### config.mk
export PLATFORM = sky130hd
export DESIGN_NAME = dcache_controller
export DESIGN_NICKNAME = d
export VERILOG_FILES = /design/src/rtl/dcache_pkg.sv /design/src/rtl/dcache_controller.sv
export SDC_FILE = /design/constraint.sdc
export NUM_CORES = 1
export LEC_CHECK = 0
export ABC_AREA = 1
export CORE_AREA = 4 4 107 109
export DETAILED_ROUTE_END_ITERATION = 10
export DIE_AREA = 0 0 111 113
export GPL_ROUTABILITY_DRIVEN = 0
export PLACE_DENSITY_LB_ADDON = 0.2
export SLEW_MARGIN = 10
export SYNTH_ARGS = -nofsm -noshare
export SYNTH_HDL_FRONTEND = slang
export SYNTH_SLANG_ARGS = --single-unit
### constraint.sdc
create_clock -name clk -period 4.4 [get_ports clk]
set_clock_uncertainty 0.2 [all_clocks]
set_input_delay 0.44 -clock clk [delete_from_list [all_inputs] [get_ports clk]]
set_output_delay 0.44 -clock clk [all_outputs]
set_load 0.1 [all_outputs]
### src/rtl/dcache_pkg.sv
// Shared types for the data cache control path.
// State encoding and timer sizing helpers.
package dcache_pkg;

  typedef enum logic [2:0] {
    IDLE,
    LOOKUP,
    WRITEBACK,
    ALLOCATE,
    FLUSH_SCAN,
    FLUSH_WB,
    FLUSH_DONE
  } dcache_state_t;

  function automatic int timer_w(int n);
    return (n > 1) ? $clog2(n) : 1;
  endfunction

  localparam int ACK_TIMEOUT_DEF = 64;
  localparam int TIMER_W = timer_w(ACK_TIMEOUT_DEF);

  function automatic logic is_wait(dcache_state_t s);
    return (s == WRITEBACK) || (s == ALLOCATE) || (s == FLUSH_WB);
  endfunction

endpackage

### src/rtl/dcache_controller.sv
// Direct-mapped dcache control FSM: hit/miss decode,
// write-back/allocate bus sequencing and full-cache flush.
module dcache_controller
  import dcache_pkg::*;
#(
  parameter int SIZE        = 256,
  parameter int INDEX_BITS  = 8,
  parameter int ACK_TIMEOUT = 64
) (
  input  logic                  clk,
  input  logic                  reset,
  input  logic                  read_en,
  input  logic                  write_en,
  input  logic                  cache_hit_i,
  input  logic                  cache_evict_req_i,
  input  logic                  cache_flush_i,
  input  logic [SIZE-1:0]       dirty_vector,
  input  logic                  mem2dcache_ack_i,
  output logic                  cache_line_wr_o,
  output logic                  cache_wrb_req_o,
  output logic                  cache_line_clean_o,
  output logic [INDEX_BITS-1:0] evict_index_o,
  output logic                  dcache2mem_req_o,
  output logic                  dcache2mem_wr_o,
  output logic                  dcache2lsu_ack_o,
  output logic                  flush_done_o,
  output logic                  timeout_err_o
);

  localparam int TW = timer_w(ACK_TIMEOUT);
  localparam logic [INDEX_BITS-1:0] LAST = INDEX_BITS'(SIZE - 1);
  localparam logic [TW-1:0] T_LAST = TW'(ACK_TIMEOUT - 1);

  dcache_state_t state;
  dcache_state_t state_n;

  logic [INDEX_BITS-1:0] idx;
  logic [INDEX_BITS-1:0] idx_n;
  logic [TW-1:0]         timer;
  logic                  flush_pend;
  logic                  lsu_ack_q;
  logic                  err_q;
  logic                  timeout;
  logic                  advance;

  // State register
  always_ff @(posedge clk) begin
    if (reset) begin
      state <= IDLE;
    end else begin
      state <= state_n;
    end
  end

  // Line index, ack timer, pending flush, LSU ack and sticky error
  always_ff @(posedge clk) begin
    if (reset) begin
      idx        <= '0;
      timer      <= '0;
      flush_pend <= 1'b0;
      lsu_ack_q  <= 1'b0;
      err_q      <= 1'b0;
    end else begin
      idx <= idx_n;
      if (state_n != state) begin
        timer <= '0;
      end else if (is_wait(state)) begin
        timer <= timer + 1'b1;
      end
      if (state == IDLE && (cache_flush_i || flush_pend)) begin
        flush_pend <= 1'b0;
      end else if (cache_flush_i && state != IDLE) begin
        flush_pend <= 1'b1;
      end
      lsu_ack_q <= (state == LOOKUP) && cache_hit_i;
      if (timeout) begin
        err_q <= 1'b1;
      end
    end
  end

  // Next state and next flush index
  always_comb begin
    state_n = state;
    idx_n   = idx;
    timeout = 1'b0;
    advance = 1'b0;
    unique case (state)
      IDLE: begin
        if (cache_flush_i || flush_pend) begin
          state_n = FLUSH_SCAN;
        end else if ((read_en || write_en) && !lsu_ack_q) begin
          // LSU still holds its request during the ack cycle
          state_n = LOOKUP;
        end
      end
      LOOKUP: begin
        if (cache_hit_i) begin
          state_n = IDLE;
        end else if (cache_evict_req_i) begin
          state_n = WRITEBACK;
        end else begin
          state_n = ALLOCATE;
        end
      end
      WRITEBACK: begin
        if (mem2dcache_ack_i) begin
          state_n = ALLOCATE;
        end else if (timer == T_LAST) begin
          timeout = 1'b1;
        end
      end
      ALLOCATE: begin
        if (mem2dcache_ack_i) begin
          state_n = LOOKUP;
        end else if (timer == T_LAST) begin
          timeout = 1'b1;
        end
      end
      FLUSH_SCAN: begin
        if (dirty_vector[idx]) begin
          state_n = FLUSH_WB;
        end else begin
          advance = 1'b1;
        end
      end
      FLUSH_WB: begin
        if (mem2dcache_ack_i) begin
          advance = 1'b1;
        end else if (timer == T_LAST) begin
          timeout = 1'b1;
        end
      end
      FLUSH_DONE: begin
        state_n = IDLE;
      end
      default: begin
        state_n = IDLE;
      end
    endcase
    if (advance) begin
      if (idx == LAST) begin
        state_n = FLUSH_DONE;
        idx_n   = '0;
      end else begin
        state_n = FLUSH_SCAN;
        idx_n   = idx + 1'b1;
      end
    end
    if (timeout) begin
      // Aborted flush restarts from line 0 next time
      state_n = IDLE;
      idx_n   = '0;
    end
  end

  // Moore bus/flush outputs plus ack-qualified datapath pulses
  always_comb begin
    cache_line_wr_o    = 1'b0;
    cache_wrb_req_o    = 1'b0;
    cache_line_clean_o = 1'b0;
    dcache2mem_req_o   = 1'b0;
    dcache2mem_wr_o    = 1'b0;
    flush_done_o       = 1'b0;
    unique case (1'b1)
      (state == WRITEBACK),
      (state == FLUSH_WB): begin
        dcache2mem_req_o   = 1'b1;
        dcache2mem_wr_o    = 1'b1;
        cache_wrb_req_o    = 1'b1;
        cache_line_clean_o = mem2dcache_ack_i;
      end
      (state == ALLOCATE): begin
        dcache2mem_req_o = 1'b1;
        cache_line_wr_o  = mem2dcache_ack_i;
      end
      (state == FLUSH_DONE): begin
        flush_done_o = 1'b1;
      end
      default: begin
      end
    endcase
  end

  assign evict_index_o    = idx;
  assign dcache2lsu_ack_o = lsu_ack_q;
  assign timeout_err_o    = err_q;

endmodule

# ---- Word level (Yosys, flattened, before mapping)
# Cells that the tools add are included.
dict set report word_totals {
  regBits 20
  input_bits 264
  out_inout_bits 16
  elab_cells 59
}
dict set report op_classes {
  addsub 2
  n_lt_le_gt_ge 1
  eq_ne 9
  mux 25
  reduce_logical 16
}
# operator count
set ops {}
lappend ops {{3-bit two-way mux} 7}
lappend ops {{3-bit one-hot mux with 6 select lines} 1}
lappend ops {{1-bit two-way mux} 12}
lappend ops {{3-bit equality test, second input constant} 3}
lappend ops {{8-bit by 9-bit less-than comparator with 1-bit output, second input constant} 1}
lappend ops {{8-bit by 1-bit adder with 8-bit output, second input constant} 1}
lappend ops {{1-bit binary-select mux with 8-bit select} 1}
lappend ops {{8-bit equality test, second input constant} 1}
lappend ops {{8-bit two-way mux} 1}
lappend ops {{2-bit OR reduction} 4}
lappend ops {{6-bit by 1-bit adder with 6-bit output, second input constant} 1}
lappend ops {{3-bit by 2-bit equality test with 1-bit output, second input constant} 2}
lappend ops {{6-bit equality test, second input constant} 1}
lappend ops {{1-bit logical AND} 4}
lappend ops {{1-bit logical OR} 4}
lappend ops {{2-bit two-way mux} 2}
lappend ops {{3-bit by 1-bit equality test with 1-bit output, second input constant} 1}
lappend ops {{3-bit zero test} 1}
lappend ops {{3-bit inequality test} 1}
lappend ops {{3-bit nonzero test} 1}
lappend ops {{3-bit OR reduction} 1}
lappend ops {{1-bit one-hot mux with 2 select lines} 1}
lappend ops {{1-bit zero test} 1}

# ---- Logic depth before layout (Yosys ltp)
dict set report depth {
  ltp_word 9
  mapped_depth 23
}

# ---- Least setup slack after synthesis
# Ideal clock, no wire load.
dict set report synth_path {
  path_type {register -> register}
  start {reg idx[0], in the netlist evict_index_o[0]}
  end {reg timer[0]}
  t_arrival_ps 2913
  t_required_ps 4136
  slack_ps 1224
  path_stages_with_launch 21
  path_buffers 2
  path_cell_list {dfxtp_1 buf_4 clkbuf_4 nand2_1 nand3_1 nand3_1 nand3_1 nand3_1 nand2_1 nand2_1 nand3_1 nand3_1 nand3_2 nand2_2 inv_2 nand3_2 nand2_1 nand2_1 nor2_1 nand2_2 nor2_2}
}
dict set report synth_via {
  elab_chain_cells 8
  word_cells_on_any_way 12
}
# element line
set synth_rtl {}
lappend synth_rtl {{start, declared} dcache_controller.sv:37} ;# logic [INDEX_BITS-1:0] idx;
lappend synth_rtl {{start signal, assigned} dcache_controller.sv:64} ;# idx <= idx_n;
lappend synth_rtl {{1-bit binary-select mux with 8-bit select} dcache_controller.sv:121} ;# if (dirty_vector[idx]) begin
lappend synth_rtl {{1-bit two-way mux (not written as such)} dcache_controller.sv:121}
lappend synth_rtl {{3-bit two-way mux or 1-bit two-way mux (tied branches)} dcache_controller.sv:121}
lappend synth_rtl {{3-bit one-hot mux with 6 select lines or 1-bit one-hot mux with 2 select lines (tied branches)} dcache_controller.sv:88} ;# unique case (state)
lappend synth_rtl {{3-bit two-way mux *} dcache_controller.sv:141} ;# if (advance) begin
lappend synth_rtl {{3-bit two-way mux *} dcache_controller.sv:150} ;# if (timeout) begin
lappend synth_rtl {{3-bit inequality test *} dcache_controller.sv:65} ;# if (state_n != state) begin
lappend synth_rtl {{2-bit OR reduction (no source line) *} n/a}
lappend synth_rtl {{end signal, assigned} dcache_controller.sv:68} ;# timer <= timer + 1'b1;
lappend synth_rtl {{end, declared} dcache_controller.sv:39} ;# logic [TW-1:0] timer;
# Every way passes the cells marked *; elsewhere a longest branch is shown, timed or not. The select of a mux whose other input is x is not followed.
# A chain may end at the register's enable or synchronous reset.

# ---- Worst setup path in the final report
dict set report layout_path {
  start {reg idx[0], in the netlist evict_index_o[0]}
  end {reg timer[1]}
}
# Same word-level chain as after synthesis.

==> run_results.csv <==
group,metric,value,unit
outcome,outcome,"finished, final reports clean",
critical_path,cp.depth,22,
routing,via_per_inst,5.09,
min_path,holdPathStages,2,
grt,grt_util_all_layers,27.5,%
pwr,irDropWorstVdd,0.000423,V
pwr,pwr-share-clk,5.5,%
timing,postLayoutSetupSlackWorst,1.09,ns
clock_tree,cts_buffers,3,
timing,finalSetupTns,0,ns
placement,dp_cells,1117,
grt,grt_pass1_wl,28400,um
clock_tree,cts_root_buf,"clkbuf_8",
critical_path,cp_max_fo,76,
cells_and_area,final_common_cell,"nand2_1",
grt,grt_pass1_vias,5112,
pwr,power_leakage,2.75,nW
pwr,sequentialPowerShare,12.9,%
cells_and_area,stdcell_count,1121,
cells_and_area,drive_above_1_share,3.36,%
pwr,swShare,57.4,%
yosys,synth-xor-area-share,1.66,%
die,die_w,111,um
die,io_pins,280,
placement,place_ws,1.15,ns
timing,slew_viol_final,0,
timing,fmax,302,MHz
placement,portBuffers,279,
yosys,synth_top_family_by_area,"simple AND/OR/NAND/NOR gates",
min_path,min_from,"timeout_err_o",
timing,post-route-min-period,3.31,ns
routing,drt_iter0_drc,666,
yosys,ys_ff_latch,20,
critical_path,crit_type,"reg2reg",
critical_path,slowest_delay,0.58,ns
routing,routedWlPerCell,16.5,um
yosys,ys.flop_type,"dfxtp_1",
critical_path,worstSetupEndpointType,"register",
yosys,synth_area_per_cell,4.96,sq um
pwr,internal_power,0.958,mW
pwr,powerDensity,347,mW/mm^2
critical_path,r2r_start,"evict_index_o[0]",
yosys,synth.yosys.seq_area_share,10.9,%
routing,vias,5701,
routing,drtPass1Iterations,7,
timing,finalSetupViolations,0,
critical_path,worstSetupStartpointType,"register",
min_path,hold_class,"reg2reg",
timing,slew_headroom,32.4,%
yosys,yosys_warnings,0,
timing,min_period_over_period,75.3,%
routing,drc,0,
cells_and_area,areaGrowthSynthToFinish,75.3,%
yosys,synth_fa_ha_area_share,0.678,%
yosys,synth_edf_count,0,
routing,drt-total-wl,18500,um
clock_tree,cts.path.max_buffers,2,
yosys,synthMuxAreaShare,0.271,%
critical_path,worstPathCellList,"clkinv_2 -> buf_4 -> nand2_1 -> nand3_1 -> nand3_1 -> nand2_1 -> nand2_1 -> nand3_1 -> nand3_1 -> nand2_1 -> nand2_1 -> nand2_1 -> inv_2 -> nand3_2 -> nand2_2 -> inv_2 -> nand3_2 -> nand2_1 -> nand2_1 -> nor2_1 -> nand2_2 -> nor2_2",
clock_tree,cts_tree,"built",
critical_path,worst_ep_arrival_time,3.31,ns
die,dieArea,0.0125,sq mm
timing,tightest_slew,1.01,ns
yosys,synth_area,0.00369,sq mm
pwr,p_comb_share,81.6,%
flow_run,cap_violations,0,
pwr,switching_power,1.29,mW
die,fp.dieH,113,um
die,row_count,38,
yosys,synth_cells,744,
cells_and_area,layout.cells.most_common_list,"nand2_1, clkdlybuf4s50_1, nand3_1",
clock_tree,cts_max_level,1,
yosys,synth.distinct_cells,31,
grt,grt_start_max_net_pins,77,
clock_tree,holdBufCountCts,0,
critical_path,cpMostUsedCell,"nand2_1",
critical_path,critPathLaunch,"evict_index_o[0]",
die,initial_core_util,34.8,%
cells_and_area,n_antenna_cell,0,
clock_tree,clock_latency,0.26,ns
die,core,0.0106,sq mm
yosys,synth_compound_area_share,2.34,%
critical_path,r2r_cells,22,
placement,hpwl,14300,um
timing,rsz0062_at_grt,"no",
yosys,syn_nets,1010,
clock_tree,cts_sinks,20,
grt,grt-ovfl-total,0,
clock_tree,postCtsSetupRepairBufs,0,
critical_path,cp_num_buf_inv,4,
yosys,synth-simple-area-share,73.3,%
cells_and_area,nNetsFinal,1248,
grt,antenna_found_initial,0,
timing,final-hold-violation-count,0,
critical_path,cp_top_family,"simple AND/OR/NAND/NOR gates",
critical_path,cp_slowest_cell,"buf_4",
clock_tree,cts_resized,0,
critical_path,critPathRequiredTime,4.40,ns
clock_tree,worst_setup_hold_path_clk_slew,0.07,ns
yosys,async_flop_share,0,%
routing,drtAntennaViolNets,0,
-- synthesized netlist by cell type, types with 3 or more instances --
| cell | number | area (sq um) |
|---|---|---|
| buf_2 | 30 | 150 |
| nand3_1 | 238 | 1190 |
| nand3b_1 | 3 | 22.5 |
| nor3_1 | 11 | 55.1 |
| a21oi_1 | 8 | 40.0 |
| nor2_1 | 20 | 75.1 |
| nor2_2 | 6 | 37.5 |
| xor2_1 | 5 | 43.8 |
| or2_2 | 3 | 18.8 |
| inv_1 | 20 | 75.1 |
| inv_2 | 3 | 11.3 |
| buf_1 | 3 | 11.3 |
| nand4_1 | 5 | 31.3 |
| buf_4 | 14 | 105 |
| clkbuf_1 | 7 | 26.3 |
| nand2_1 | 329 | 1230 |
| dfxtp_1 | 20 | 400 |
-- path summary, 6_finish.rpt --
kind	to	slack, ns
worst max-delay path	timer[1]	1.09
worst min-delay path	timeout_err_o	0.27
worst max register to register	timer[1]	1.09
worst min register to register	timeout_err_o	0.27
-- sequential cells by signal, indices dropped and copies added, names as in the netlist --
| signal | flops |
|---|---|
| state | 3 |
| evict_index_o | 8 |
| flush_pend | 1 |
| dcache2lsu_ack_o | 1 |
| timeout_err_o | 1 |
| timer | 6 |
-- stage by stage --
| stage | utilization [%] | total power [mW] | area, sq um | hold slack (ns) |
|---|---|---|---|---|
| 5_1_grt | 61.0 | 2.48 | 6470 | 0.306 |
| 2_1_floorplan | - | 1.64 | 3690 | 0.285 |
| 4_1_cts | 61.0 | 2.24 | 6470 | 0.273 |
| 3_3_place_gp | 60.6 | 2.10 | 6420 | 0.251 |
| 6_report | 61.0 | 2.25 | 6470 | 0.274 |
| 3_5_place_dp | 60.6 | 2.10 | 6420 | 0.258 |
-- area by class of cell --
cell class              count  area (sq um)
multi-input cells         644          2890
flip-flops and latches     20           405
repair buffers            289          2870
fillers                  1111          4130
clock buffers               4          45.0
inverters                  24          91.3
well taps                 140           175
-- power groups by stage --
stage | Clock [mW] | Combinational, mW | Sequential (mW)
6_report | 0.124 | 1.83 | 0.289
5_1_grt | 0.134 | 2.04 | 0.300
4_1_cts | 0.127 | 1.82 | 0.288
3_5_place_dp | 0 | 1.81 | 0.291
3_3_place_gp | 0 | 1.81 | 0.291
2_1_floorplan | 0 | 1.35 | 0.286
-- layer usage --
metal  up-vias  global-route usage, %  wire (um)
li1       2916                      -          -
met1      2547                   37.3       7960
met2       217                   46.4       8910
met3        21                   4.44       1290
met4         0                   5.25        335
met5         -                      0          0
-- worst reg2reg max path: stages, from the launching register on --
cell and delay [ns]:
dfxtp_4 0.53, clkinv_2 0.11, buf_4 0.58, nand2_1 0.17
nand3_1 0.10, nand3_1 0.09, nand2_1 0.11, nand2_1 0.06
nand3_1 0.11, nand3_1 0.07, nand2_1 0.07, nand2_1 0.05
nand2_1 0.06, inv_2 0.04, nand3_2 0.08, nand2_2 0.09
inv_2 0.16, nand3_2 0.09, nand2_1 0.07, nand2_1 0.05
nor2_1 0.12, nand2_2 0.14, nor2_2 0.11
-- cells by family after synthesis --
| family | Yosys count |
|---|---|
| XOR/XNOR | 7 |
| AO/OA/AOI/OAI | 14 |
| buffers and inverters | 80 |
| multiplexers | 1 |
| adder cells (fa/ha/maj) | 2 |
| AND/OR/NAND/NOR | 620 |
| flip-flops | 20 |
No activity file was read; power rests on OpenSTA's default activity.
